## src/rtl/pwm_avmm_if.sv

```systemverilog
// pwm_avmm_if: Avalon-MM bus bundle between the PID loop (master) and the PWM agent (slave)
//   avs_address, avs_write, avs_writedata, avs_read       master -> agent
//   avs_readdata, avs_readdatavalid, avs_waitrequest      agent -> master
interface pwm_avmm_if #(
   parameter int ADDR_WIDTH = 16
);
   logic [ADDR_WIDTH-1:0] avs_address;
   logic                  avs_write;
   logic [31:0]           avs_writedata;
   logic                  avs_read;
   logic [31:0]           avs_readdata;
   logic                  avs_readdatavalid;
   logic                  avs_waitrequest;
   modport master (
      output avs_address, avs_write, avs_writedata, avs_read,
      input  avs_readdata, avs_readdatavalid, avs_waitrequest
   );
   modport slave (
      input  avs_address, avs_write, avs_writedata, avs_read,
      output avs_readdata, avs_readdatavalid, avs_waitrequest
   );
endinterface

```

## src/rtl/pwm_avmm_agent.sv

```systemverilog
// pwm_avmm_agent: Avalon-MM agent PWM generator with double-buffered duty/period
//   clk          system clock
//   reset_n      asynchronous active-low reset
//   avs          pwm_avmm_if.slave register port: 0 DUTY, 1 PERIOD, 2 CTRL, 3 STATUS
//   pwm_out      registered PWM pin
//   period_tick  registered one-cycle pulse in the cycle after each counter wrap
//   irq          registered interrupt, present only when PWM_IRQ_EN is defined
module pwm_avmm_agent #(
   parameter int                    ADDR_WIDTH  = 16,
   parameter logic [ADDR_WIDTH-1:0] BASE_ADDR   = '0,
   parameter int                    DUTY_WIDTH  = 12,
   parameter int                    PERIOD_INIT = 4095,
   parameter bit                    ENABLE_INIT = 1'b1
) (
   input  logic      clk,
   input  logic      reset_n,
   pwm_avmm_if.slave avs,
   output logic      pwm_out,
   output logic      period_tick
`ifdef PWM_IRQ_EN
   ,
   output logic      irq
`endif
);
   localparam logic [DUTY_WIDTH-1:0] MAX_VAL = '1;
   logic [ADDR_WIDTH-1:0] offset;
   logic [DUTY_WIDTH-1:0] counter, duty_act, duty_sh, period_act, period_sh, wr_val;
   logic                  duty_pend, period_pend, enable, polarity, irq_mask, irq_flag;
   logic                  sel_duty, sel_period, sel_ctrl, sel_status;
   logic                  wrap, apply_now, stall, wr_acc, wr_duty, wr_period, wr_ctrl, en_next;
   logic [31:0]           rd_mux;
   assign offset     = avs.avs_address - BASE_ADDR;
   assign sel_duty   = offset == ADDR_WIDTH'(0);
   assign sel_period = offset == ADDR_WIDTH'(1);
   assign sel_ctrl   = offset == ADDR_WIDTH'(2);
   assign sel_status = offset == ADDR_WIDTH'(3);
   assign wr_val     = (avs.avs_writedata > 32'(MAX_VAL)) ? MAX_VAL : avs.avs_writedata[DUTY_WIDTH-1:0];
   assign wrap       = enable & (counter == period_act);
   // While disabled there is no period to protect, so shadows pass straight through.
   assign apply_now  = wrap | ~enable;
   // Only a second write to a still-pending shadow stalls; it is released in the apply cycle.
   assign stall      = avs.avs_write & ((sel_duty & duty_pend) | (sel_period & period_pend)) & ~apply_now;
   assign avs.avs_waitrequest = stall;
   assign wr_acc     = avs.avs_write & ~stall;
   assign wr_duty    = wr_acc & sel_duty;
   assign wr_period  = wr_acc & sel_period;
   assign wr_ctrl    = wr_acc & sel_ctrl;
   assign en_next    = wr_ctrl ? avs.avs_writedata[0] : enable;
   assign rd_mux     = sel_duty   ? 32'(duty_sh) :
                       sel_period ? 32'(period_sh) :
                       sel_ctrl   ? {29'd0, irq_mask, polarity, enable} :
                       sel_status ? {16'(counter), 13'd0, irq_flag, period_pend, duty_pend} : 32'd0;
   always_ff @(posedge clk or negedge reset_n) begin
      if (!reset_n) begin
         counter               <= '0;
         duty_act              <= '0;
         duty_sh               <= '0;
         period_act            <= DUTY_WIDTH'(PERIOD_INIT);
         period_sh             <= DUTY_WIDTH'(PERIOD_INIT);
         duty_pend             <= 1'b0;
         period_pend           <= 1'b0;
         enable                <= ENABLE_INIT;
         polarity              <= 1'b0;
         pwm_out               <= 1'b0;
         period_tick           <= 1'b0;
         avs.avs_readdata      <= '0;
         avs.avs_readdatavalid <= 1'b0;
      end else begin
         // Counter restarts from 0 on wrap, and is held at 0 from the cycle a disable lands.
         counter               <= (enable & en_next & ~wrap) ? counter + 1'b1 : '0;
         period_tick           <= wrap;
         pwm_out               <= enable ? ((counter < duty_act) ^ polarity) : polarity;
         if (apply_now & duty_pend) duty_act <= duty_sh;
         if (apply_now & period_pend) period_act <= period_sh;
         if (wr_duty) duty_sh <= wr_val;
         if (wr_period) period_sh <= wr_val;
         // A write landing in the apply cycle keeps its pending flag for the next wrap.
         duty_pend             <= wr_duty | (duty_pend & ~apply_now);
         period_pend           <= wr_period | (period_pend & ~apply_now);
         if (wr_ctrl) {polarity, enable} <= avs.avs_writedata[1:0];
         avs.avs_readdatavalid <= avs.avs_read;
         if (avs.avs_read) avs.avs_readdata <= rd_mux;
      end
   end
`ifdef PWM_IRQ_EN
   logic wr_status;
   assign wr_status = wr_acc & sel_status;
   always_ff @(posedge clk or negedge reset_n) begin
      if (!reset_n) begin
         irq_mask <= 1'b0;
         irq_flag <= 1'b0;
         irq      <= 1'b0;
      end else begin
         if (wr_ctrl) irq_mask <= avs.avs_writedata[2];
         // Set beats a simultaneous write-one-to-clear.
         irq_flag <= wrap | (irq_flag & ~(wr_status & avs.avs_writedata[2]));
         irq      <= irq_flag & irq_mask;
      end
   end
`else
   assign irq_mask = 1'b0;
   assign irq_flag = 1'b0;
`endif
endmodule

```

## src/flat_wrapper.sv

```systemverilog
// flat-port wrapper written by rule: the top's interface ports become plain ports
module pwm_avmm_agent_flat 
#(
   parameter int                    ADDR_WIDTH  = 16,
   parameter logic [ADDR_WIDTH-1:0] BASE_ADDR   = '0,
   parameter int                    DUTY_WIDTH  = 12,
   parameter int                    PERIOD_INIT = 4095,
   parameter bit                    ENABLE_INIT = 1'b1
)
  (clk, reset_n, pwm_out, period_tick, avs_avs_address, avs_avs_write, avs_avs_writedata, avs_avs_read, avs_avs_readdata, avs_avs_readdatavalid, avs_avs_waitrequest);
  pwm_avmm_if #(.ADDR_WIDTH(ADDR_WIDTH)) avs_i ();
  input  logic clk;
  input  logic reset_n;
  output logic pwm_out;
  output logic period_tick;
  input wire logic [$bits(avs_i.avs_address)-1:0] avs_avs_address;
  input wire logic [$bits(avs_i.avs_write)-1:0] avs_avs_write;
  input wire logic [$bits(avs_i.avs_writedata)-1:0] avs_avs_writedata;
  input wire logic [$bits(avs_i.avs_read)-1:0] avs_avs_read;
  output wire logic [$bits(avs_i.avs_readdata)-1:0] avs_avs_readdata;
  output wire logic [$bits(avs_i.avs_readdatavalid)-1:0] avs_avs_readdatavalid;
  output wire logic [$bits(avs_i.avs_waitrequest)-1:0] avs_avs_waitrequest;
  assign avs_i.avs_address = avs_avs_address;
  assign avs_i.avs_write = avs_avs_write;
  assign avs_i.avs_writedata = avs_avs_writedata;
  assign avs_i.avs_read = avs_avs_read;
  assign avs_avs_readdata = avs_i.avs_readdata;
  assign avs_avs_readdatavalid = avs_i.avs_readdatavalid;
  assign avs_avs_waitrequest = avs_i.avs_waitrequest;
  pwm_avmm_agent #(.ADDR_WIDTH(ADDR_WIDTH), .BASE_ADDR(BASE_ADDR), .DUTY_WIDTH(DUTY_WIDTH), .PERIOD_INIT(PERIOD_INIT), .ENABLE_INIT(ENABLE_INIT)) u_core (.clk(clk), .reset_n(reset_n), .avs(avs_i), .pwm_out(pwm_out), .period_tick(period_tick));
endmodule
```

## config.mk

```make
export PLATFORM = sky130hd
export DESIGN_NAME = pwm_avmm_agent_flat
export DESIGN_NICKNAME = d
export VERILOG_FILES = /design/src/rtl/pwm_avmm_if.sv /design/src/rtl/pwm_avmm_agent.sv /design/src/flat_wrapper.sv
export SDC_FILE = /design/constraint.sdc
export NUM_CORES = 1
export LEC_CHECK = 0
export ABC_AREA = 1
export ABC_CLOCK_PERIOD_IN_PS = 1700
export CAP_MARGIN = 20
export CORE_UTILIZATION = 45
export DETAILED_ROUTE_END_ITERATION = 8
export PLACE_DENSITY_LB_ADDON = 0.12
export RECOVER_POWER = 25
export SYNTH_ARGS = -nofsm -noshare
export SYNTH_HDL_FRONTEND = slang
export SYNTH_SLANG_ARGS = --single-unit
```

## constraint.sdc

```tcl
create_clock -name clk -period 1.7 [get_ports clk]
set_input_delay 0.17 -clock clk [delete_from_list [all_inputs] [get_ports clk]]
set_output_delay 0.17 -clock clk [all_outputs]
set_load 0.005 [all_outputs]
```

## Yosys cells after proc, flatten, opt, wreduce, memory -nomap -nowiden

Cells that the tools add are included.

- Bits in registers: 99
- Bits of input ports: 52
- Output and inout bits: 36
- Logic and storage cells: 53

- Add/subtract/negate cells: 1
- $lt $le $gt $ge: 2
- Equal/unequal tests: 4
- Mux-type cells: 8
- Bitwise operators: 24
- Reduce and logical (&&, ||, !) cells: 1

Operators by type and width:

| operator | number |
|---|---|
| 32-bit two-way mux | 3 |
| 16-bit by 2-bit == test with 1-bit output (second input constant) | 2 |
| 32-bit by 12-bit greater-than comparator with 1-bit output (second input constant) | 1 |
| 28-bit two-way mux | 1 |
| 12-bit two-way mux | 2 |
| 16-bit by 1-bit == test with 1-bit output (second input constant) | 1 |
| 16-bit zero test | 1 |
| 1-bit bitwise AND | 15 |
| 12-bit by 1-bit adder with 12-bit output (second input constant) | 1 |
| 12-bit == test | 1 |
| 12-bit less-than comparator | 1 |
| 1-bit NOT | 4 |
| 1-bit OR | 4 |
| 1-bit two-way mux | 2 |
| 1-bit XOR | 1 |

## Logic depth before layout (Yosys ltp)

Gate-level depths: netlist (run 1).

- Word-level depth: 12
- Mapped depth: 11
- Mapped depth without buffers: 10

## Least setup slack after synthesis (run 1)

OpenSTA, ideal clock, no wires.

- Path kind: flip-flop to flip-flop
- Start point: reg u_core.period_act[3]
- End point: reg u_core.duty_sh[10]
- Library setup time: 119 ps
- Arrival time: 1412 ps
- Path slack: 168 ps
- Cell stages (with the launch flop): 10
- Buffers on the path: 1
- Clock period less this slack: 1532 ps
- Cells stage by stage: dfstp_2 > xnor2_1 > nand2_1 > nor2_1 > nand3_2 > nand4_4 > nand3_4 > buf_6 > nand2_1 > nand2_1

- Cells in the longest elaborated chain, start to end: 8

Ends and longest elaborated chain:

| element | RTL line | RTL |
|---|---|---|
| start: declaration | pwm_avmm_agent.sv:27 | `logic [DUTY_WIDTH-1:0] counter, duty_act, duty_sh, period_act, period_sh, wr_val;` |
| start signal: assignment | pwm_avmm_agent.sv:58 | `period_act <= DUTY_WIDTH'(PERIOD_INIT);` |
| start signal: assignment | pwm_avmm_agent.sv:74 | `if (apply_now & period_pend) period_act <= period_sh;` |
| 12-bit == test | pwm_avmm_agent.sv:38 | `assign wrap = enable & (counter == period_act);` |
| 1-bit bitwise AND | pwm_avmm_agent.sv:38 |  |
| 1-bit OR | pwm_avmm_agent.sv:40 | `assign apply_now = wrap \| ~enable;` |
| 1-bit NOT | pwm_avmm_agent.sv:42 | `assign stall = avs.avs_write & ((sel_duty & duty_pend) \| (sel_period & period_pend)) & ~apply_now;` |
| 1-bit bitwise AND | pwm_avmm_agent.sv:42 |  |
| 1-bit NOT | pwm_avmm_agent.sv:44 | `assign wr_acc = avs.avs_write & ~stall;` |
| 1-bit bitwise AND | pwm_avmm_agent.sv:44 |  |
| 1-bit bitwise AND | pwm_avmm_agent.sv:45 | `assign wr_duty = wr_acc & sel_duty;` |
| end signal: assignment | pwm_avmm_agent.sv:75 | `if (wr_duty) duty_sh <= wr_val;` |
| end: declaration | pwm_avmm_agent.sv:27 |  |

No other way between the ends.
A chain may end at the register's enable or synchronous reset.

## Worst setup path in the final report (run 1)

- Start point: reg u_core.period_act[3]
- End point: reg u_core.period_act[0]

- Cells in the longest elaborated chain, start to end: 4

Ends and longest elaborated chain:

| element | RTL line |
|---|---|
| 12-bit == test | pwm_avmm_agent.sv:38 |
| 1-bit bitwise AND | pwm_avmm_agent.sv:38 |
| 1-bit OR | pwm_avmm_agent.sv:40 |
| 1-bit bitwise AND | pwm_avmm_agent.sv:74 |

No other way between the ends.

==> results of run 1 <==
==> cell usage after synthesis, types with 2 or more instances <==
cell	count
dfrtp_1	66
a211oi_1	4
buf_4	10
nor3_1	3
buf_6	7
nor2_2	3
ha_1	12
nand2_4	3
clkbuf_1	10
o21ai_1	15
a21oi_1	10
o21ai_2	2
xnor2_1	4
nand4_1	38
buf_2	4
nor2_4	2
o221ai_1	5
or2_2	2
nand3_1	10
inv_1	91
dfstp_2	25
clkinv_1	2
xor2_1	8
nor2_1	38
nand3_4	2
nor4_1	4
o21ai_0	17
o31ai_1	10
a221oi_1	5
nand2_1	156
nand2_2	3
==> sequential cells by signal (all words and copies together), names as in the netlist <==
| name | flops |
|---|---|
| u_core.duty_pend | 1 |
| u_core.avs.avs_readdatavalid | 1 |
| u_core.duty_act | 12 |
| u_core.enable | 1 |
| u_core.period_sh | 12 |
| u_core.period_act | 12 |
| u_core.period_pend | 1 |
| u_core.polarity | 1 |
| u_core.counter | 12 |
| u_core.avs.avs_readdata | 24 |
| u_core.duty_sh | 12 |
| u_core.pwm_out | 1 |
| u_core.period_tick | 1 |
==> critical path: cells and delay by family, from the launching register on <==
family                    cells  cell delay, ns
DFF                           1            0.56
and+or+nand+nor               5            0.51
buffers and inverters         3            0.46
AOI/OAI and AO/OA             1            0.15
xor gates and xnor gates      1            0.11
==> stage by stage <==
step | TNS [ns] | cell area, sq um
final | -5.29 | 7210
after global routing | -11.28 | 7210
after CTS | -7.23 | 6910
after detailed placement | -12.12 | 6070
after global placement | -11.00 | 6070
after floorplan | 0 | 4860
==> layer usage <==
| metal | routed length, um | track usage [%] |
|---|---|---|
| met1 | 5560 | 30.8 |
| met2 | 7170 | 45.2 |
| met3 | 527 | 3.71 |
| met4 | 137 | 6.45 |
| met5 | 0 | 0 |
==> final cells by class <==
| cell class | count | area share [%] |
|---|---|---|
| clock buffers | 9 | 1.72 |
| inverters | 94 | 4.89 |
| flip-flops and latches | 91 | 32.0 |
| repair buffers | 164 | 21.9 |
| well taps | 136 | 2.36 |
| multi-input cells | 378 | 36.1 |
| clock inverters | 7 | 1.02 |
==> report_power, final <==
group	switching (mW)	total, mW	internal (mW)
combinational	0.145	0.312	0.167
sequential	0.00919	2.19	2.18
clock	0.823	1.51	0.691
==> cells by family (layout without fill, tap and decap cells) <==
logic type,Yosys count,after routing,synth area share [%]
buffers and inverters,125,274,11.7
AOI/OAI and AO/OA,70,70,9.17
other,1,8,0.0776
DFF,91,91,47.8
adders and majority gates,12,12,3.11
xor gates and xnor gates,12,12,2.18
and+or+nand+nor,269,276,26.0
==> worst max-delay path by stage <==
stage / depth (start not counted) / start / slack, ns / end
after global placement: 9 / avs_avs_address[3] / -0.35 / avs_avs_waitrequest
final: 10 / u_core.period_act[3]$_DFFE_PN1P_ / -0.15 / u_core.period_act[0]$_DFFE_PN1P_
after global routing: 11 / u_core.period_act[11]$_DFFE_PN1P_ / -0.23 / u_core.period_act[11]$_DFFE_PN1P_
after CTS: 7 / u_core.period_act[3]$_DFFE_PN1P_ / -0.18 / avs_avs_waitrequest
after floorplan: 9 / u_core.period_act[3]$_DFFE_PN1P_ / 0.17 / u_core.duty_sh[10]$_DFFE_PN0P_
after detailed placement: 9 / avs_avs_address[3] / -0.35 / avs_avs_waitrequest
==> repair_timing <==
item | in CTS | in global routing
hold buffers | 1 | 0
setup endpoints to repair | 66 | 66
setup buffers | 15 | 14
gates cloned | 10 | 0
endpoints found under the hold margin | 23 | 0
resized for setup | 94 | 82
pin swaps | 18 | 32
==> run summary, run 1 <==
initial antenna violation count = 0
CTS buffer count = 9
Initial Utilization = 46.6%
chip height = 106 um
vias in the first global route = 4479
worst skew pair latency = 0.36 ns
Syn Area/Cell = 8.33 sq um
status = finished, violations left
FF-to-FF End = u_core.period_act[0]$_DFFE_PN1P_
Mapped Area = 4830 sq um
WP data arrival = 2.15 ns
core area = 10400 sq um
Setup Crit Path Kind = flop to flop
clk buf depth = 2
Clock Sinks = 91
grt ovf = 0
Seq/Total Area, Yosys = 47.8%
num rows = 37
commonest non-fill, non-tap cell in the layout = nand2_1
CP peak stage delay = 0.56 ns
r2r worst-path depth = 10
total track usage = 24.9%
CTS tree = yes
Cell Pwr Density = 558 nW/um^2
Leakage = 3.38 nW
Synth Flop Type = dfrtp_1
Setup crit end kind = flop
final WL = 13400 um
post-synthesis register bit count = 91
Rel. slew slack = 31.7%
multi-input logic area = 2600 sq um
Nets = 802
Async S/R FF share, synth = 100%
I/O Buffers = 79
synth top area cells = dfrtp_1, dfstp_2, nand2_1
# Max-Cap Violations = 0
DRT Pass-1 Iters = 4
Die Area = 11200 sq um
number of synthesis warnings = 0
H-tree depth = 3
final hold slack = 0.342 ns
failing checks = setup timing
dpl cells = 828
minimum clock period = 1.85 ns
Tcrit/Tclk final = 109%
diodes inserted = 0
pre-CTS setup slack = -0.353 ns
crit start category = flop
gpl congestion = 0.790
post-synth cell types = 40
Final Util = 69.5%
Detail Placement HPWL = 8870 um
Post-DRT Antenna Nets = 0
RSZ-0062 raised after global routing = true
routed len/inst = 15.2 um
initial DRC count = 271
Worst Max-Slew Pin Slew = 1.02 ns
maximum VDD drop = 0.416 mV
flip-flop and latch area = 2310 sq um
worst endpoint required time = 1.99 ns
top cell type's share of synthesized area = 34.2%
number of flops mapped to enable cells by yosys = 0
layout cells sized above 1 = 36.3%
Post-Route Skew = 0.0105 ns
slowest stage cell, crit path = dfstp_2
Final Non-Filler Cells = 879
first-pass GRT wire length = 21700 um
drt drc = 0
post-route worst setup slack = -0.152 ns
critical path cell sequence = xnor2_1 > nand2_1 > nor2_2 > nand3_4 > buf_6 > nand2_8 > buf_12 > buf_12 > nand2_8 > o21ai_2
HP Class = input port to asynchronous set/reset pin
most frequent cells in the layout = nand2_1, inv_1, clkdlybuf4s50_1
RR Startpoint = u_core.period_act[3]$_DFFE_PN1P_
crit-path max FO = 7
Clock transition at path regs = 0.10 ns
via count = 4491
Avg Vias per Cell = 5.11
Power Total = 4.02 mW
width of the chip = 106 um
Cells after Synth = 580
Setup-failing EPs final = 65
num ports = 88
FILL cells = 824
Area Growth Syn to Fin = 49.2%
largest net degree at the start of global routing = 49
final hold violation count = 0
r2r setup slk = -0.15 ns
Max Slew Vio Count = 0
fmax = 0.540 GHz
root buf cell = clkbuf_8
Synth area leader = dfrtp_1
Note: power is estimated with default switching activity, not from simulation.
==> inputs of run 2 (changes only) <==
Settings changed: SKIP_LAST_GASP set to 1.
==> run summary, run 2 (synthesis results as in run 1) <==
Post-Route Skew = 0.00922 ns (was 0.0105 ns)
vias in the first global route = 4467 (was 4479)
FILL cells = 822 (was 824)
initial antenna violation count = 0 (unchanged)
diodes inserted = 0 (unchanged)
Clk network pwr share = 37.7% (about the same)
post-layout instance area = 7200 sq um (was 7210 sq um)
routed len/inst = 15.1 um (was 15.2 um)
Cell Pwr Density = 558 nW/um^2 (about the same)
failing checks = setup timing (unchanged)
worst endpoint required time = 1.99 ns (about the same)
Tcrit/Tclk final = 109% (about the same)
combinational share of power = 7.8% (about the same)
CP peak stage delay = 0.56 ns (about the same)
RR Startpoint = u_core.period_act[3]$_DFFE_PN1P_ (unchanged)
final hold violation count = 0 (unchanged)
Setup-failing EPs final = 65 (unchanged)
final hold slack = 0.347 ns (was 0.342 ns)
num rows = 37 (unchanged)
# Max-Cap Violations = 0 (unchanged)
status = finished, violations left (unchanged)
Worst Max-Slew Pin Slew = 0.996 ns (was 1.02 ns)
first-pass GRT wire length = 21600 um (was 21700 um)
Reg power frac = 54.6% (about the same)
Rel. slew slack = 33.6% (was 31.7%)
root buf cell = clkbuf_8 (unchanged)
Worst setup startpoint = u_core.period_act[3]$_DFFE_PN1P_ (unchanged)
CTS buffer count = 9 (unchanged)
total track usage = 24.8% (was 24.9%)
Clock Sinks = 91 (unchanged)
CTS tree = yes (unchanged)
RSZ-0062 raised after global routing = true (unchanged)
Avg Vias per Cell = 5.11 (about the same)
M1 GR Usage = 30.8% (unchanged)
multi-input logic area = 2590 sq um (was 2600 sq um)
Die Area = 11200 sq um (unchanged)
worst skew pair latency = 0.36 ns (about the same)
crit start category = flop (unchanged)
Post-DRT Antenna Nets = 0 (unchanged)
width of the chip = 106 um (unchanged)
final WL = 13300 um (was 13400 um)
Setup TNS Final = -5.48 ns (was -5.29 ns)
maximum VDD drop = 0.417 mV (was 0.416 mV)
met3 usage = 3.71% (unchanged)
fmax = 0.539 GHz (was 0.540 GHz)
largest reg by FF count = u_core.avs.avs_readdata (unchanged)
commonest non-fill, non-tap cell in the layout = nand2_1 (unchanged)
num ports = 88 (unchanged)
Nets = 802 (unchanged)
chip height = 106 um (unchanged)
via count = 4495 (was 4491)
Detail Placement HPWL = 8870 um (unchanged)
slowest stage cell, crit path = dfstp_2 (unchanged)
layout cells sized above 1 = 35.8% (was 36.3%)
I/O Buffers = 79 (unchanged)
area of placed instances = 6070 sq um (unchanged)
Net Sw Power = 0.977 mW (about the same)
most frequent cells in the layout = nand2_1, inv_1, clkdlybuf4s50_1 (unchanged)
largest net degree at the start of global routing = 49 (unchanged)
initial DRC count = 254 (was 271)
grt ovf = 0 (unchanged)
core area = 10400 sq um (unchanged)
WP data arrival = 2.15 ns (about the same)
DRT Pass-1 Iters = 5 (was 4)
HP Class = input port to asynchronous set/reset pin (unchanged)
H-tree depth = 3 (unchanged)
GR peak layer = met2 (unchanged)
Setup Crit Path Kind = flop to flop (unchanged)
Leakage = 3.38 nW (about the same)
drt drc = 0 (unchanged)
crit-path max FO = 7 (unchanged)
clk buf depth = 2 (unchanged)
Clock transition at path regs = 0.10 ns (about the same)
gpl congestion = 0.790 (unchanged)
Initial Utilization = 46.6% (unchanged)
post-route worst setup slack = -0.155 ns (was -0.152 ns)
Net Sw Frac = 24.3% (about the same)
minimum clock period = 1.86 ns (was 1.85 ns)
max reg flops = 24 (unchanged)
critical path cell sequence = xnor2_1 > nand2_1 > nor2_2 > nand3_4 > buf_6 > nand2_8 > buf_12 > buf_12 > nand2_8 > o21ai_2 (unchanged)
Max Slew Vio Count = 0 (unchanged)
flip-flop and latch area = 2310 sq um (unchanged)
met2 Usage GRT = 45.0% (was 45.2%)
Internal Pwr Total = 3.04 mW (about the same)
Area Growth Syn to Fin = 49.0% (was 49.2%)
Setup crit end kind = flop (unchanged)
run 2: worst paths after layout:
check                                              endpoint  slack [ns]  depth (start not counted)
min in group clk                u_core.polarity$_DFFE_PN0P_        0.44                          3
hold / removal                 u_core.counter[10]$_DFF_PN0_        0.35                          2
hold reg to reg            u_core.period_sh[11]$_DFFE_PN1P_        0.48                          2
setup / recovery           u_core.period_act[0]$_DFFE_PN1P_       -0.16                         10
max in group asynchronous        u_core.duty_pend$_DFF_PN0_        0.17                          3
setup reg to reg           u_core.period_act[0]$_DFFE_PN1P_       -0.16                         10
run 2: routing by layer:
layer  up-vias  wire length (um)
li1       2187                 -
met1      2177              5580
met2       113              7000
met3        18               524
met4         0               190
met5         -                 0
run 2: metrics by stage:
stage | instances | setup slack (ns) | power, mW | util (%)
final | 879 | -0.155 | 4.02 | 69.4
after global routing | 879 | -0.232 | 4.15 | 69.4
after CTS | 868 | -0.176 | 4.05 | 66.7
after detailed placement | 828 | -0.353 | 2.55 | 58.5
after global placement | 828 | -0.346 | 2.54 | 58.5
after floorplan | 587 | 0.168 | 2.32 | -
run 2: cell type report:
cell class / count / share of cell area (%)
sequential: 91 / 32.1
tap: 136 / 2.36
clock inverter: 7 / 1.03
timing repair buffer: 164 / 21.9
multi-input combinational: 378 / 36.0
inverter: 94 / 4.90
clock buffer: 9 / 1.72
run 2: worst max-delay path, delay by kind of cell (launching register included):
kind                      cells  cell delay (ns)
DFF                           1             0.56
and+or+nand+nor               5             0.52
buffers and inverters         3             0.46
AOI/OAI and AO/OA             1             0.15
xor gates and xnor gates      1             0.11
run 2: timing repair:
item | 4_1_cts | 5_1_grt
pin swaps | 18 | 30
setup buffers | 15 | 14
endpoints found under the hold margin | 23 | 0
gates cloned | 10 | 0
hold buffers | 1 | 0
endpoints found under the setup margin | 66 | 66
gates resized for setup | 93 | 79
run 2: power groups by stage:
stage,sequential [mW],combinational (mW),clock (mW)
floorplan,2.23,0.0870,0
global placement,2.23,0.310,0
detailed placement,2.23,0.317,0
CTS,2.19,0.323,1.53
global route,2.20,0.346,1.61
finish,2.19,0.312,1.51
